[config.mk]
export PLATFORM = sky130hd
export DESIGN_NAME = zombie_wave_ctrl
export DESIGN_NICKNAME = d
export VERILOG_FILES = /design/src/rtl/zombie_wave_ctrl.sv
export SDC_FILE = /design/constraint.sdc
export NUM_CORES = 1
export LEC_CHECK = 0
export BUFFER_PORTS_ARGS = -buffer_cell sky130_fd_sc_hd__buf_4
export CAP_MARGIN = 10
export CORE_MARGIN = 1.5
export CORE_UTILIZATION = 60
export DETAILED_ROUTE_END_ITERATION = 7
export PLACE_DENSITY = 0.81
export SLEW_MARGIN = 20
export SYNTH_ARGS = -nofsm -noshare
export SYNTH_HDL_FRONTEND = slang
export SYNTH_SLANG_ARGS = --single-unit
[constraint.sdc]
create_clock -name clk -period 4.5 [get_ports clk]
set_input_delay 0.675 -clock clk [delete_from_list [all_inputs] [get_ports clk]]
set_output_delay 0.675 -clock clk [all_outputs]
set_load 0.005 [all_outputs]
[src/rtl/zombie_wave_ctrl.sv]
// zombie_wave_ctrl: game-logic stage feeding the lawn renderer.
// It runs the game-state FSM, spawns zombies into five lanes, moves them left
// on a divided tick, and applies kills. It reports per-lane position and
// active flags, the total kill count, and the win/lose status.
//
// Ports:
//   clk, reset_n         clock, asynchronous active-low reset
//   freeze               (ZOMBIE_FREEZE_EN only) holds the tick counter
//   start                1-cycle pulse: I->L1, DoneL/DoneW->I
//   kill_valid/kill_lane kill request for lane 0-4 (5-7 are ignored)
//   zombie_x[49:0]       lane n X at [10n+9:10n]
//   zombie_active[4:0]   lane n has a live zombie
//   state[7:0]           one-hot I,L1,NL2,L2,NL3,L3,DoneL,DoneW
//   zombies_killed[15:0] kills since leaving I, saturating
//   lose / win           state==DoneL / state==DoneW
//
// Optional feature macro: ZOMBIE_FREEZE_EN (adds the freeze input).

module zombie_wave_lane #(
  parameter logic [9:0] START_X = 10'd639,
  parameter logic [9:0] END_X   = 10'd0
) (
  input  logic       clk,
  input  logic       reset_n,
  input  logic       i_clr,
  input  logic       i_tick,
  input  logic [1:0] i_speed,
  input  logic       i_kill,
  input  logic       i_spawn,
  output logic [9:0] o_x,
  output logic       o_active,
  output logic       o_reach
);
  logic [9:0] r_x;
  logic       r_active;
  logic       w_at_end;

  // 11-bit compare so END_X+speed cannot wrap
  assign w_at_end = {1'b0, r_x} <= ({1'b0, END_X} + {9'd0, i_speed});
  // a kill on this lane in the same cycle pre-empts the loss
  assign o_reach  = r_active & i_tick & ~i_kill & w_at_end;

  // priority: clear/kill > reach-end > move > spawn (spawn needs an empty lane)
  always_ff @(posedge clk or negedge reset_n) begin
    if (!reset_n) begin
      r_x      <= START_X;
      r_active <= 1'b0;
    end else if (i_clr || i_kill) begin
      r_x      <= START_X;
      r_active <= 1'b0;
    end else if (o_reach) begin
      r_x      <= END_X;
    end else if (r_active && i_tick) begin
      r_x      <= r_x - {8'd0, i_speed};
    end else if (!r_active && i_spawn) begin
      r_x      <= START_X;
      r_active <= 1'b1;
    end
  end

  assign o_x      = r_x;
  assign o_active = r_active;
endmodule

module zombie_wave_ctrl #(
  parameter int unsigned TICK_DIV        = 500000,
  parameter logic [9:0]  START_X         = 10'd639,
  parameter logic [9:0]  END_X           = 10'd0,
  parameter logic [7:0]  SPAWN_GAP       = 8'd64,
  parameter logic [7:0]  KILLS_PER_LEVEL = 8'd10,
  parameter logic [7:0]  PAUSE_TICKS     = 8'd128
) (
  input  logic        clk,
  input  logic        reset_n,
`ifdef ZOMBIE_FREEZE_EN
  input  logic        freeze,
`endif
  input  logic        start,
  input  logic        kill_valid,
  input  logic [2:0]  kill_lane,
  output logic [49:0] zombie_x,
  output logic [4:0]  zombie_active,
  output logic [7:0]  state,
  output logic [15:0] zombies_killed,
  output logic        lose,
  output logic        win
);
  localparam int TW = $clog2(TICK_DIV);
  localparam logic [7:0] S_I = 8'h01, S_L1 = 8'h02, S_NL2 = 8'h04, S_L2 = 8'h08,
                         S_NL3 = 8'h10, S_L3 = 8'h20, S_DL = 8'h40, S_DW = 8'h80;

  logic [7:0]    r_state, w_state_nxt;
  logic          r_lose, r_win, w_lose_nxt, w_win_nxt;
  logic [TW-1:0] r_tick_cnt;
  logic [7:0]    r_lfsr, w_lfsr_nxt;
  logic [7:0]    r_spawn_cnt, r_pause_cnt, r_lvl_kills, w_lvl_inc;
  logic [15:0]   r_kills;
  logic          r_reached;
  logic          w_play, w_pause, w_cnt_en, w_tick, w_mv_tick, w_spawn_try;
  logic          w_pause_done, w_kill_ok, w_adv, w_clr, w_frz;
  logic [1:0]    w_speed;
  logic [2:0]    w_spawn_lane;
  logic [4:0]    w_active, w_reach, w_kill_hit, w_spawn_hit;

`ifdef ZOMBIE_FREEZE_EN
  assign w_frz = freeze;
`else
  assign w_frz = 1'b0;
`endif

  assign w_play   = |(r_state & (S_L1 | S_L2 | S_L3));
  assign w_pause  = |(r_state & (S_NL2 | S_NL3));
  assign w_cnt_en = (w_play | w_pause) & ~w_frz;
  assign w_tick   = w_cnt_en && (r_tick_cnt == TW'(TICK_DIV - 1));
  assign w_mv_tick = w_tick & w_play;
  assign w_speed  = (r_state == S_L1) ? 2'd1 : (r_state == S_L2) ? 2'd2 :
                    (r_state == S_L3) ? 2'd3 : 2'd0;

  // Fibonacci LFSR, taps 8,6,5,4; the lane uses the advanced value
  assign w_lfsr_nxt   = {r_lfsr[6:0], r_lfsr[7] ^ r_lfsr[5] ^ r_lfsr[4] ^ r_lfsr[3]};
  assign w_spawn_lane = 3'(w_lfsr_nxt % 8'd5);
  assign w_spawn_try  = w_mv_tick && (r_spawn_cnt == SPAWN_GAP - 8'd1);
  assign w_pause_done = w_pause && w_tick && (r_pause_cnt == PAUSE_TICKS - 8'd1);

  always_comb begin
    w_kill_hit  = '0;
    w_spawn_hit = '0;
    for (int i = 0; i < 5; i++) begin
      w_kill_hit[i]  = kill_valid & w_play & w_active[i] & (kill_lane == 3'(i));
      w_spawn_hit[i] = w_spawn_try & (w_spawn_lane == 3'(i));
    end
  end
  assign w_kill_ok = |w_kill_hit;
  assign w_lvl_inc = r_lvl_kills + 8'd1;
  assign w_adv     = w_kill_ok && (w_lvl_inc >= KILLS_PER_LEVEL);
  // lanes are only populated in play states; anything else empties them
  assign w_clr     = ~|(w_state_nxt & (S_L1 | S_L2 | S_L3));

  for (genvar g = 0; g < 5; g++) begin : g_lane
    zombie_wave_lane #(.START_X(START_X), .END_X(END_X)) u_lane (
      .clk(clk), .reset_n(reset_n), .i_clr(w_clr), .i_tick(w_mv_tick),
      .i_speed(w_speed), .i_kill(w_kill_hit[g]), .i_spawn(w_spawn_hit[g]),
      .o_x(zombie_x[10*g +: 10]), .o_active(w_active[g]), .o_reach(w_reach[g]));
  end

  // state register
  always_ff @(posedge clk or negedge reset_n) begin
    if (!reset_n) begin
      r_state <= S_I;
      r_lose  <= 1'b0;
      r_win   <= 1'b0;
    end else begin
      r_state <= w_state_nxt;
      r_lose  <= w_lose_nxt;
      r_win   <= w_win_nxt;
    end
  end

  // next state; a reach holds the level one cycle so the loss beats any advance
  always_comb begin
    w_state_nxt = r_state;
    case (r_state)
      S_I:               if (start) w_state_nxt = S_L1;
      S_L1, S_L2, S_L3: begin
        if (r_reached)     w_state_nxt = S_DL;
        else if (|w_reach) w_state_nxt = r_state;
        else if (w_adv)    w_state_nxt = (r_state == S_L1) ? S_NL2 :
                                         (r_state == S_L2) ? S_NL3 : S_DW;
      end
      S_NL2:             if (w_pause_done) w_state_nxt = S_L2;
      S_NL3:             if (w_pause_done) w_state_nxt = S_L3;
      S_DL, S_DW:        if (start) w_state_nxt = S_I;
      default:           w_state_nxt = S_I;
    endcase
  end

  // outputs
  always_comb begin
    w_lose_nxt = (w_state_nxt == S_DL);
    w_win_nxt  = (w_state_nxt == S_DW);
  end

  always_ff @(posedge clk or negedge reset_n) begin
    if (!reset_n) begin
      r_tick_cnt  <= '0;
      r_lfsr      <= 8'hA5;
      r_spawn_cnt <= '0;
      r_pause_cnt <= '0;
      r_lvl_kills <= '0;
      r_kills     <= '0;
      r_reached   <= 1'b0;
    end else begin
      if (!(w_play | w_pause))  r_tick_cnt <= '0;
      else if (w_tick)          r_tick_cnt <= '0;
      else if (w_cnt_en)        r_tick_cnt <= r_tick_cnt + TW'(1);

      if (w_tick) r_lfsr <= w_lfsr_nxt;

      if (!w_play)          r_spawn_cnt <= '0;
      else if (w_spawn_try) r_spawn_cnt <= '0;
      else if (w_mv_tick)   r_spawn_cnt <= r_spawn_cnt + 8'd1;

      if (!w_pause)    r_pause_cnt <= '0;
      else if (w_tick) r_pause_cnt <= r_pause_cnt + 8'd1;

      if (w_clr)          r_lvl_kills <= '0;
      else if (w_kill_ok) r_lvl_kills <= w_lvl_inc;

      if (((r_state == S_DL) || (r_state == S_DW)) && start) r_kills <= '0;
      else if (w_kill_ok && (r_kills != 16'hFFFF))           r_kills <= r_kills + 16'd1;

      r_reached <= |w_reach;
    end
  end

  assign zombie_active  = w_active;
  assign state          = r_state;
  assign zombies_killed = r_kills;
  assign lose           = r_lose;
  assign win            = r_win;
endmodule
==> flow_summary.yaml, run 1 <==
timing:
  setup_viol_count_final: 0
  clock_skew_ns: 0.00838
  final_max_slew_viol_count: 0
  worst_pin_slew_ns: 0.945
  post-route-period-util_pct: 95.5
  maxSlewHeadroom_pct: 37.0
  rsz0062_at_grt: "yes"
  min_period_ns: 4.30
  fmax_mhz: 233
  finalHoldViolations: 0
  finalHoldWorstSlack_ns: 0.374
hold_path:
  hp-class: "primary input to asynchronous set/reset pin"
logic_synthesis:
  yosys_warnings: 0
  ys_seq_area_share_pct: 39.9
  synth_xor_area_share_pct: 6.29
  syn_area_sq_um: 8470
  synth_cells: 968
  synth-simple-area-share_pct: 25.5
  synth_edf_count: 0
  synth_compound_area_share_pct: 18.1
  synth_ff_type: "dfrtp_1"
  synth.net_count: 1000
  synth_cell_types: 84
  synth_adder_area_share_pct: 4.13
  synth.avg_cell_area_sq_um: 8.75
  async_flop_share_pct: 100
  synth_mux_area_share_pct: 1.31
  synth_top_family_by_area: "simple AND/OR/NAND/NOR gates"
  synth-seq-cells: 133
power:
  power_density_nw_per_um2: 324
  p_sw_share_pct: 29.5
  clkPwrFrac_pct: 42.1
  intPower_w: 0.00229
  p_sw_w: 0.000958
  p_leak_nw: 4.26
  p_seq_share_pct: 38.2
  comb_power_share_pct: 19.8
  vdd_drop_max_uv: 279
clocking:
  cts_buffers: 17
  htreeDepth: 4
  cts-root-buf: "clkbuf_16"
  tritoncts: "yes"
  clk_pin_slew_ns: 0.06
  cts_hold_buf: 0
  cts.sinks: 133
  clock_latency_ns: 0.42
  clockBufferDepth: 2
grt:
  grt_pass1_wl_microns: 33500
  track_usage_pct: 28.1
  grt_overflow_total: 0
  grt_pass1_vias: 6829
  grt_max_degree: 107
  antenna_found_initial: 1
flow_run:
  drv_cap: 0
layout:
  num-nets-final: 1096
  num_antenna_cells: 0
  fin_cells: 1257
  area_growth_pct: 18.5
  drive_above_1_share_pct: 21.6
floorplanning:
  die_y_microns: 122
  dieWidth_microns: 122
  coreArea_sq_um: 13800
  start_util_pct: 61.3
  fp-row-count: 43
  die-area_sq_um: 14800
  ioPinCount: 88
critical_path:
  endpoint_kind: "flop"
  path_max_fanout: 8
  criticalPathCategory: "flop to flop"
  arrival_ns: 4.60
  startpoint_type: "flop"
  crit_required_ns: 4.80
routing:
  dr.pass1.iters: 6
  route.detailed.drc: 0
  wl_per_cell_microns: 16.4
  wl_microns: 20600
  drt_iter0_drc: 727
  via_per_inst: 6.02
  num_vias: 7569
  drt.antenna.violating_nets: 0
placed_design:
  io_buffers: 87
  dp_cells: 1220
  detailed_place_hpwl_microns: 14000
  routabilityCongestion: 0.924
status:
  status: "finished, final reports clean"
-- final timing paths --
check	from	slack (ns)	depth (start not counted)	end
worst max-delay path	state[0]	0.20	17	g_lane[0].u_lane.o_x[7]
max in group asynchronous	reset_n	3.12	2	g_lane[2].u_lane.o_x[6]
worst min-delay path	reset_n	0.37	1	g_lane[4].u_lane.o_x[8]
worst min register to register	g_lane[0].u_lane.o_x[6]	0.50	2	g_lane[0].u_lane.o_x[6]
min in group clk	g_lane[0].u_lane.o_x[6]	0.50	2	g_lane[0].u_lane.o_x[6]
worst max register to register	state[0]	0.20	17	g_lane[0].u_lane.o_x[7]
-- per-stage QoR --
stage                     power, W  TNS, ns  cell area [sq um]  utilization, %  setup slack [ns]
final                      0.00325        0              10000            72.6             0.201
after global routing       0.00337   -0.174              10000            72.6           -0.0355
after CTS                  0.00321        0               9930            71.8            0.0390
after detailed placement   0.00184        0               9350            67.6            0.0613
after global placement     0.00183        0               9350            67.6             0.165
after floorplan            0.00165        0               8470               -             0.315
-- flip-flops by register name, summed over array words and instances, names as in the netlist --
signal	cells
r_reached	1
r_pause_cnt	8
state	8
r_tick_cnt	19
g_lane.u_lane.o_active	5
zombies_killed	16
r_lvl_kills	8
lose	1
g_lane.u_lane.o_x	50
win	1
r_lfsr	8
r_spawn_cnt	8
-- layout make-up --
cell class,instances,area [sq um]
well taps,180,225
clock inverters,13,131
flip-flops and latches,133,3390
inverters,42,158
repair buffers,122,920
clock buffers,19,453
fillers,1047,3780
multi-input cells,748,4770
-- cell usage in the layout (no fill, tap or decap), types with 25 or more instances in the layout --
cell / netlist / final
a21oi_1: 53 / 53
buf_4: 8 / 121
dfrtp_1: 88 / 87
dfstp_2: 45 / 44
inv_1: 41 / 41
nand2_1: 90 / 90
nand3_1: 40 / 39
nor2_1: 143 / 142
nor3_1: 27 / 25
o21ai_0: 52 / 52
xor2_1: 38 / 38
-- cells by family (layout without fill, tap and decap cells) --
kind of cell | after synthesis | in the layout
AO/OA/AOI/OAI | 223 | 224
XOR/XNOR | 60 | 60
adder cells (fa/ha/maj) | 25 | 25
buffers and inverters | 88 | 196
flip-flops | 133 | 133
multiplexers | 9 | 9
AND/OR/NAND/NOR | 430 | 430
-- per-layer routing --
layer  global-route usage (%)  part of all wire (%)  wire length [microns]
met1                     39.4                    45                   9310
met5                        0                 0.049                     10
met3                     5.99                   6.7                   1380
met4                     9.41                   1.9                    389
met2                     43.5                    46                   9460
-- worst max-delay path, stage by stage, from the launching register on --
cell and delay, ns:
dfstp_2 0.60, nor3_1 0.10, nand2_1 0.11, nor3_1 0.06, buf_4 0.17, ha_1 0.21
fa_1 0.48, a21oi_1 0.14, and4b_1 0.24, a222oi_1 0.36, a21oi_2 0.14, o21a_1 0.23
o31a_1 0.32, nor2_4 0.27, buf_4 0.23, nor3_2 0.08, and3_1 0.18, a211o_1 0.26
-- cell usage after synthesis (5+ instances only) --
library cell,n,area [sq um]
buf_4,8,60.1
dfrtp_1,88,2200
nand2_1,90,338
or3_1,10,62.6
o22a_1,13,114
and2_1,7,43.8
a31oi_1,14,87.6
ha_1,20,250
and3_1,19,119
o21a_1,7,52.6
clkbuf_1,16,60.1
nand4_1,16,100
a211o_1,7,61.3
buf_2,18,90.1
a21oi_1,53,265
nor3b_1,6,45.0
nor4_1,9,56.3
o31ai_1,6,45.0
a211oi_1,14,105
dfstp_2,45,1180
and4_1,8,70.1
or4_1,6,45.0
mux2_2,7,78.8
nand3_1,40,200
nand3b_1,5,37.5
o21ai_0,52,260
nand2b_1,8,50.1
a21o_1,5,37.5
nor2_1,143,537
inv_1,41,154
fa_1,5,100
xor2_1,38,333
xnor2_1,21,184
nor4bb_1,6,60.1
nor3_1,27,135
nor2b_1,9,56.3
-- power by group through the flow --
stage	combinational (W)	clock (W)	sequential, W
final	0.000642	0.00137	0.00124
after global routing	0.000693	0.00144	0.00124
after CTS	0.000581	0.00139	0.00124
after detailed placement	0.000578	0	0.00126
after global placement	0.000571	0	0.00126
after floorplan	0.000395	0	0.00125
-- what timing repair did --
item                                    4_1_cts  5_1_grt
resized for setup                             0       11
endpoints found under the setup margin        0       39
setup buffers                                 0        4
No activity file was read; power rests on OpenSTA's default activity.
==> run 2: changes to the inputs <==
--- a/config.mk
+++ b/config.mk
@@ -7,10 +7,12 @@
 export LEC_CHECK = 0
 export BUFFER_PORTS_ARGS = -buffer_cell sky130_fd_sc_hd__buf_4
 export CAP_MARGIN = 10
+export CELL_PAD_IN_SITES_DETAIL_PLACEMENT = 0
+export CELL_PAD_IN_SITES_GLOBAL_PLACEMENT = 1
 export CORE_MARGIN = 1.5
-export CORE_UTILIZATION = 60
+export CORE_UTILIZATION = 46
 export DETAILED_ROUTE_END_ITERATION = 7
-export PLACE_DENSITY = 0.81
+export PLACE_DENSITY_LB_ADDON = 0.1
 export SLEW_MARGIN = 20
 export SYNTH_ARGS = -nofsm -noshare
 export SYNTH_HDL_FRONTEND = slang
==> flow_summary.yaml, run 2 (synthesis results as in run 1) <==
placed_design:
  post_dp_cell_area_sq_um: 9430
  routabilityCongestion: 0.855
  detailed_place_hpwl_microns: 14700
  pre_cts_ws_ns: -0.0276
  dp_cells: 1271
  io_buffers: 87
timing:
  setup_ws_ns: 0.251
  worst_pin_slew_ns: 0.950
  setup_viol_count_final: 0
  finalHoldViolations: 0
  clock_skew_ns: 0.00854
  maxSlewHeadroom_pct: 36.7
  fmax_mhz: 235
  final_max_slew_viol_count: 0
  post-route-period-util_pct: 94.4
  min_period_ns: 4.25
floorplanning:
  fp-row-count: 49
  start_util_pct: 47.0
  die_y_microns: 139
  dieWidth_microns: 139
  die-area_sq_um: 19200
  ioPinCount: 88
  coreArea_sq_um: 18000
status:
  status: "finished, final reports clean"
clocking:
  htreeDepth: 4
  cts_buffers: 17
  clk_pin_slew_ns: 0.06
  cts.sinks: 133
  cts-root-buf: "clkbuf_16"
  clockBufferDepth: 2
  tritoncts: "yes"
  clock_latency_ns: 0.42
layout:
  num-nets-final: 1106
  area_growth_pct: 20.2
  fin_cells: 1316
  fin_area_sq_um: 10200
  num_antenna_cells: 0
  final_cell_mix: "nor2_1 (143), buf_4 (130), nand2_1 (88)"
  drive_above_1_share_pct: 22.5
  num-fill-cells: 1688
  largest_reg_flops: 50
  final_common_cell: "nor2_1"
power:
  power_density_nw_per_um2: 316
  p_leak_nw: 4.31
  vdd_drop_max_uv: 278
  power_w: 0.00322
flow_run:
  drv_cap: 0
critical_path:
  endpoint_kind: "flop"
  criticalPathCategory: "flop to flop"
  crit_required_ns: 4.80
  path_max_fanout: 12
  arrival_ns: 4.55
  startpoint_type: "flop"
grt:
  grt_pass1_vias: 6804
  grt_overflow_total: 0
  antenna_found_initial: 0
  grt_max_degree: 103
  grt_pass1_wl_microns: 35200
  track_usage_pct: 22.3
routing:
  drt_iter0_drc: 429
  dr.pass1.iters: 5
  wl_per_cell_microns: 16.2
  wl_microns: 21300
  drt.antenna.violating_nets: 0
  num_vias: 7450
  via_per_inst: 5.66
  route.detailed.drc: 0
hold_path:
  hp-class: "primary input to asynchronous set/reset pin"
[run 2: final timing paths]
| check | from | to | slack (ns) | depth (start not counted) |
|---|---|---|---|---|
| max in group asynchronous | reset_n | g_lane[1].u_lane.o_x[3] | 3.14 | 2 |
| hold / removal | reset_n | g_lane[4].u_lane.o_active | 0.36 | 1 |
| min in group clk | r_tick_cnt[0] | r_tick_cnt[0] | 0.49 | 1 |
| setup reg to reg | r_lfsr[2] | g_lane[4].u_lane.o_x[7] | 0.25 | 17 |
| hold reg to reg | r_tick_cnt[0] | r_tick_cnt[0] | 0.49 | 1 |
| setup / recovery | r_lfsr[2] | g_lane[4].u_lane.o_x[7] | 0.25 | 17 |
[run 2: final cells by class]
type / instances / area, sq um / share of cell area (%)
clock buffers: 24 / 492 / 4.83
flip-flops and latches: 133 / 3390 / 33.3
repair buffers: 133 / 1010 / 9.87
clock inverters: 8 / 73.8 / 0.724
well taps: 229 / 287 / 2.81
inverters: 42 / 158 / 1.55
multi-input cells: 747 / 4780 / 46.9
[run 2: what timing repair did]
action,4_1_cts,5_1_grt
hold endpoints to repair,0,0
resized for setup,2,19
setup endpoints to repair,7,47
buffers inserted,0,13
hold buffers,0,0
pin swaps,0,10
[run 2: metal layers]
layer,GRT usage [%],share of wire (%),vias up
met5,0,0,-
met1,33.3,50,3574
met3,3.80,4.0,13
met4,5.21,0.70,0
met2,34.0,45,165
li1,-,-,3698
[run 2: worst max-delay path: stages, from the launching register on]
cell and delay [ns]:
dfstp_4 0.50, or3_1 0.33, o32a_1 0.32, nand3_2 0.09, nand2_2 0.10, ha_1 0.22
a21o_1 0.16, a221o_1 0.35, xnor2_2 0.21, inv_2 0.08, ha_1 0.21, a211oi_1 0.43
buf_4 0.20, a21oi_1 0.06, nor4b_4 0.34, a2111oi_4 0.08, buf_6 0.18, a211o_1 0.28
[run 2: power breakdown]
group | internal [W] | switching, W
Clock | 0.000814 | 0.000519
Sequential | 0.00122 | 0.0000153
Combinational | 0.000239 | 0.000413
[run 2: per-stage QoR]
stage	hold WS, ns	utilization [%]	setup TNS (ns)
floorplan	0.379	-	0
CTS	0.416	55.5	0
finish	0.360	56.5	0
detailed placement	0.488	52.3	-0.0321
global route	0.456	56.5	-0.00333
global placement	0.485	52.3	0
==> run 3: changes to the inputs <==
--- a/config.mk
+++ b/config.mk
@@ -12,7 +12,7 @@
 export CORE_MARGIN = 1.5
 export CORE_UTILIZATION = 46
 export DETAILED_ROUTE_END_ITERATION = 7
-export PLACE_DENSITY_LB_ADDON = 0.1
+export PLACE_DENSITY_LB_ADDON = 0.05
 export SLEW_MARGIN = 20
 export SYNTH_ARGS = -nofsm -noshare
 export SYNTH_HDL_FRONTEND = slang
==> constraint.sdc (replaced) <==
create_clock -name clk -period 4.5 [get_ports clk]
set_input_delay 0.225 -clock clk [delete_from_list [all_inputs] [get_ports clk]]
set_output_delay 0.225 -clock clk [all_outputs]
set_load 0.005 [all_outputs]
==> flow_summary.yaml, run 3 (synthesis results as in run 1) <==
timing:
  setup_ws_ns: 0.187
  rsz0062_at_grt: "no"
  finalHoldViolations: 0
  final_max_slew_viol_count: 0
  setup_viol_count_final: 0
  fmax_mhz: 232
  clock_skew_ns: 0.0147
  maxSlewHeadroom_pct: 36.3
  post-route-period-util_pct: 95.9
  tns_ns: 0
  min_period_ns: 4.31
  worst_pin_slew_ns: 0.956
  finalHoldWorstSlack_ns: 0.149
placed_design:
  pre_cts_ws_ns: 0.0597
  routabilityCongestion: 0.850
  io_buffers: 87
  post_dp_cell_area_sq_um: 9510
  detailed_place_hpwl_microns: 14900
layout:
  final_common_cell: "nor2_1"
  drive_above_1_share_pct: 22.5
  area_growth_pct: 21.0
  num-nets-final: 1109
  largest_reg_flops: 50
  num_antenna_cells: 0
  fin_area_sq_um: 10200
  final_cell_mix: "nor2_1 (142), buf_4 (131), nand2_1 (90)"
floorplanning:
  start_util_pct: 47.0
  die-area_sq_um: 19200
  coreArea_sq_um: 18000
  fp-row-count: 49
  die_y_microns: 139
  dieWidth_microns: 139
  ioPinCount: 88
grt:
  grt_pass1_vias: 7056
  grt_pass1_wl_microns: 36200
  track_usage_pct: 22.8
  grt_max_degree: 98
  antenna_found_initial: 0
  grt_overflow_total: 0
power:
  power_density_nw_per_um2: 333
  power_w: 0.00341
  p_leak_nw: 4.34
  vdd_drop_max_uv: 289
clocking:
  cts.sinks: 133
  clk_pin_slew_ns: 0.06
  cts_buffers: 17
  clockBufferDepth: 2
  htreeDepth: 4
  tritoncts: "yes"
  cts-root-buf: "clkbuf_16"
  clock_latency_ns: 0.42
critical_path:
  worst_path_most_repeated_cell: "ha_1"
  crit_slowest_cell: "dfstp_2"
  arrival_ns: 4.62
  startpoint_type: "flop"
  cpPeakStageDelay_ns: 0.73
  crit_start: "r_lfsr[5]"
  path_max_fanout: 20
  crit_path_cell_trace: "xor2_1 -> o211a_1 -> a2111o_1 -> nand2_1 -> ha_1 -> a21o_1 -> a221o_1 -> xnor2_2 -> inv_2 -> ha_1 -> nand2b_1 -> and3_1 -> o32ai_2 -> nor4b_2 -> a2111oi_4 -> buf_4 -> a211o_1"
  criticalPathCategory: "flop to flop"
  r2r_start: "r_lfsr[5]"
  endpoint_kind: "flop"
  crit_required_ns: 4.81
routing:
  via_per_inst: 5.66
  drt_iter0_drc: 477
  route.detailed.drc: 0
  num_vias: 7465
  wl_microns: 21500
  dr.pass1.iters: 5
  wl_per_cell_microns: 16.3
  drt.antenna.violating_nets: 0
flow_run:
  drv_cap: 0
status:
  status: "finished, final reports clean"
hold_path:
  min_from: "start"
  hp-class: "primary input to flop"
## run 3: changes by cell type in the layout (fill, tap and decap cells not counted), sizes merged
cell / delta
buf: +3
clkinv: +2
clkbuf: -4
bufinv: +2
clkinvlp: -1
dlygate4sd3: +1
## run 3: worst paths after layout
check                                                to  slack (ns)  depth (start not counted)
worst min register to register            r_tick_cnt[0]        0.50                          1
worst max register to register  g_lane[4].u_lane.o_x[7]        0.19                         17
max in group asynchronous       g_lane[1].u_lane.o_x[0]        2.88                          3
min in group asynchronous       g_lane[0].u_lane.o_x[8]        0.49                          2
worst min-delay path                           state[0]        0.15                          4
worst max-delay path            g_lane[4].u_lane.o_x[7]        0.19                         17
## run 3: critical path, delay by kind of cell (launching register included)
| family | cells | cell delay [ns] |
|---|---|---|
| compound gates | 7 | 1.47 |
| simple gates | 4 | 0.86 |
| buf+inv | 2 | 0.29 |
| xor+xnor | 2 | 0.45 |
| fa+ha+maj | 2 | 0.40 |
| flops | 1 | 0.73 |
## run 3: per-stage QoR
stage	cells	util (%)
5_1_grt	1319	56.9
2_1_floorplan	968	-
3_5_place_dp	1280	52.7
4_1_cts	1313	56.2
3_3_place_gp	1280	52.7
6_report	1319	56.9
## run 3: power by group
group | internal, W | switching [W]
clock network | 0.000903 | 0.000541
logic | 0.000296 | 0.000427
registers | 0.00122 | 0.0000248
total | 0.00242 | 0.000992
## run 3: area by class of cell
type / count / area (sq um)
fillers: 1634 / 7770
multi-input cells: 747 / 4740
flip-flops and latches: 133 / 3380
repair buffers: 136 / 1060
clock buffers: 21 / 460
well taps: 229 / 287
inverters: 42 / 158
clock inverters: 11 / 153
## run 3: routing by layer
metal	share of wire [%]	vias to the layer above	GRT usage, %
met5	0	-	0
met4	1.5	0	6.74
met3	3.9	21	3.83
met2	45	168	34.6
met1	50	3586	33.6
li1	-	3690	-
## run 3: what timing repair did
item,CTS,global route
hold buffers,1,0
buffers inserted,0,6
gates resized for setup,0,13
endpoints found under the setup margin,0,37
hold endpoints to repair,68,0
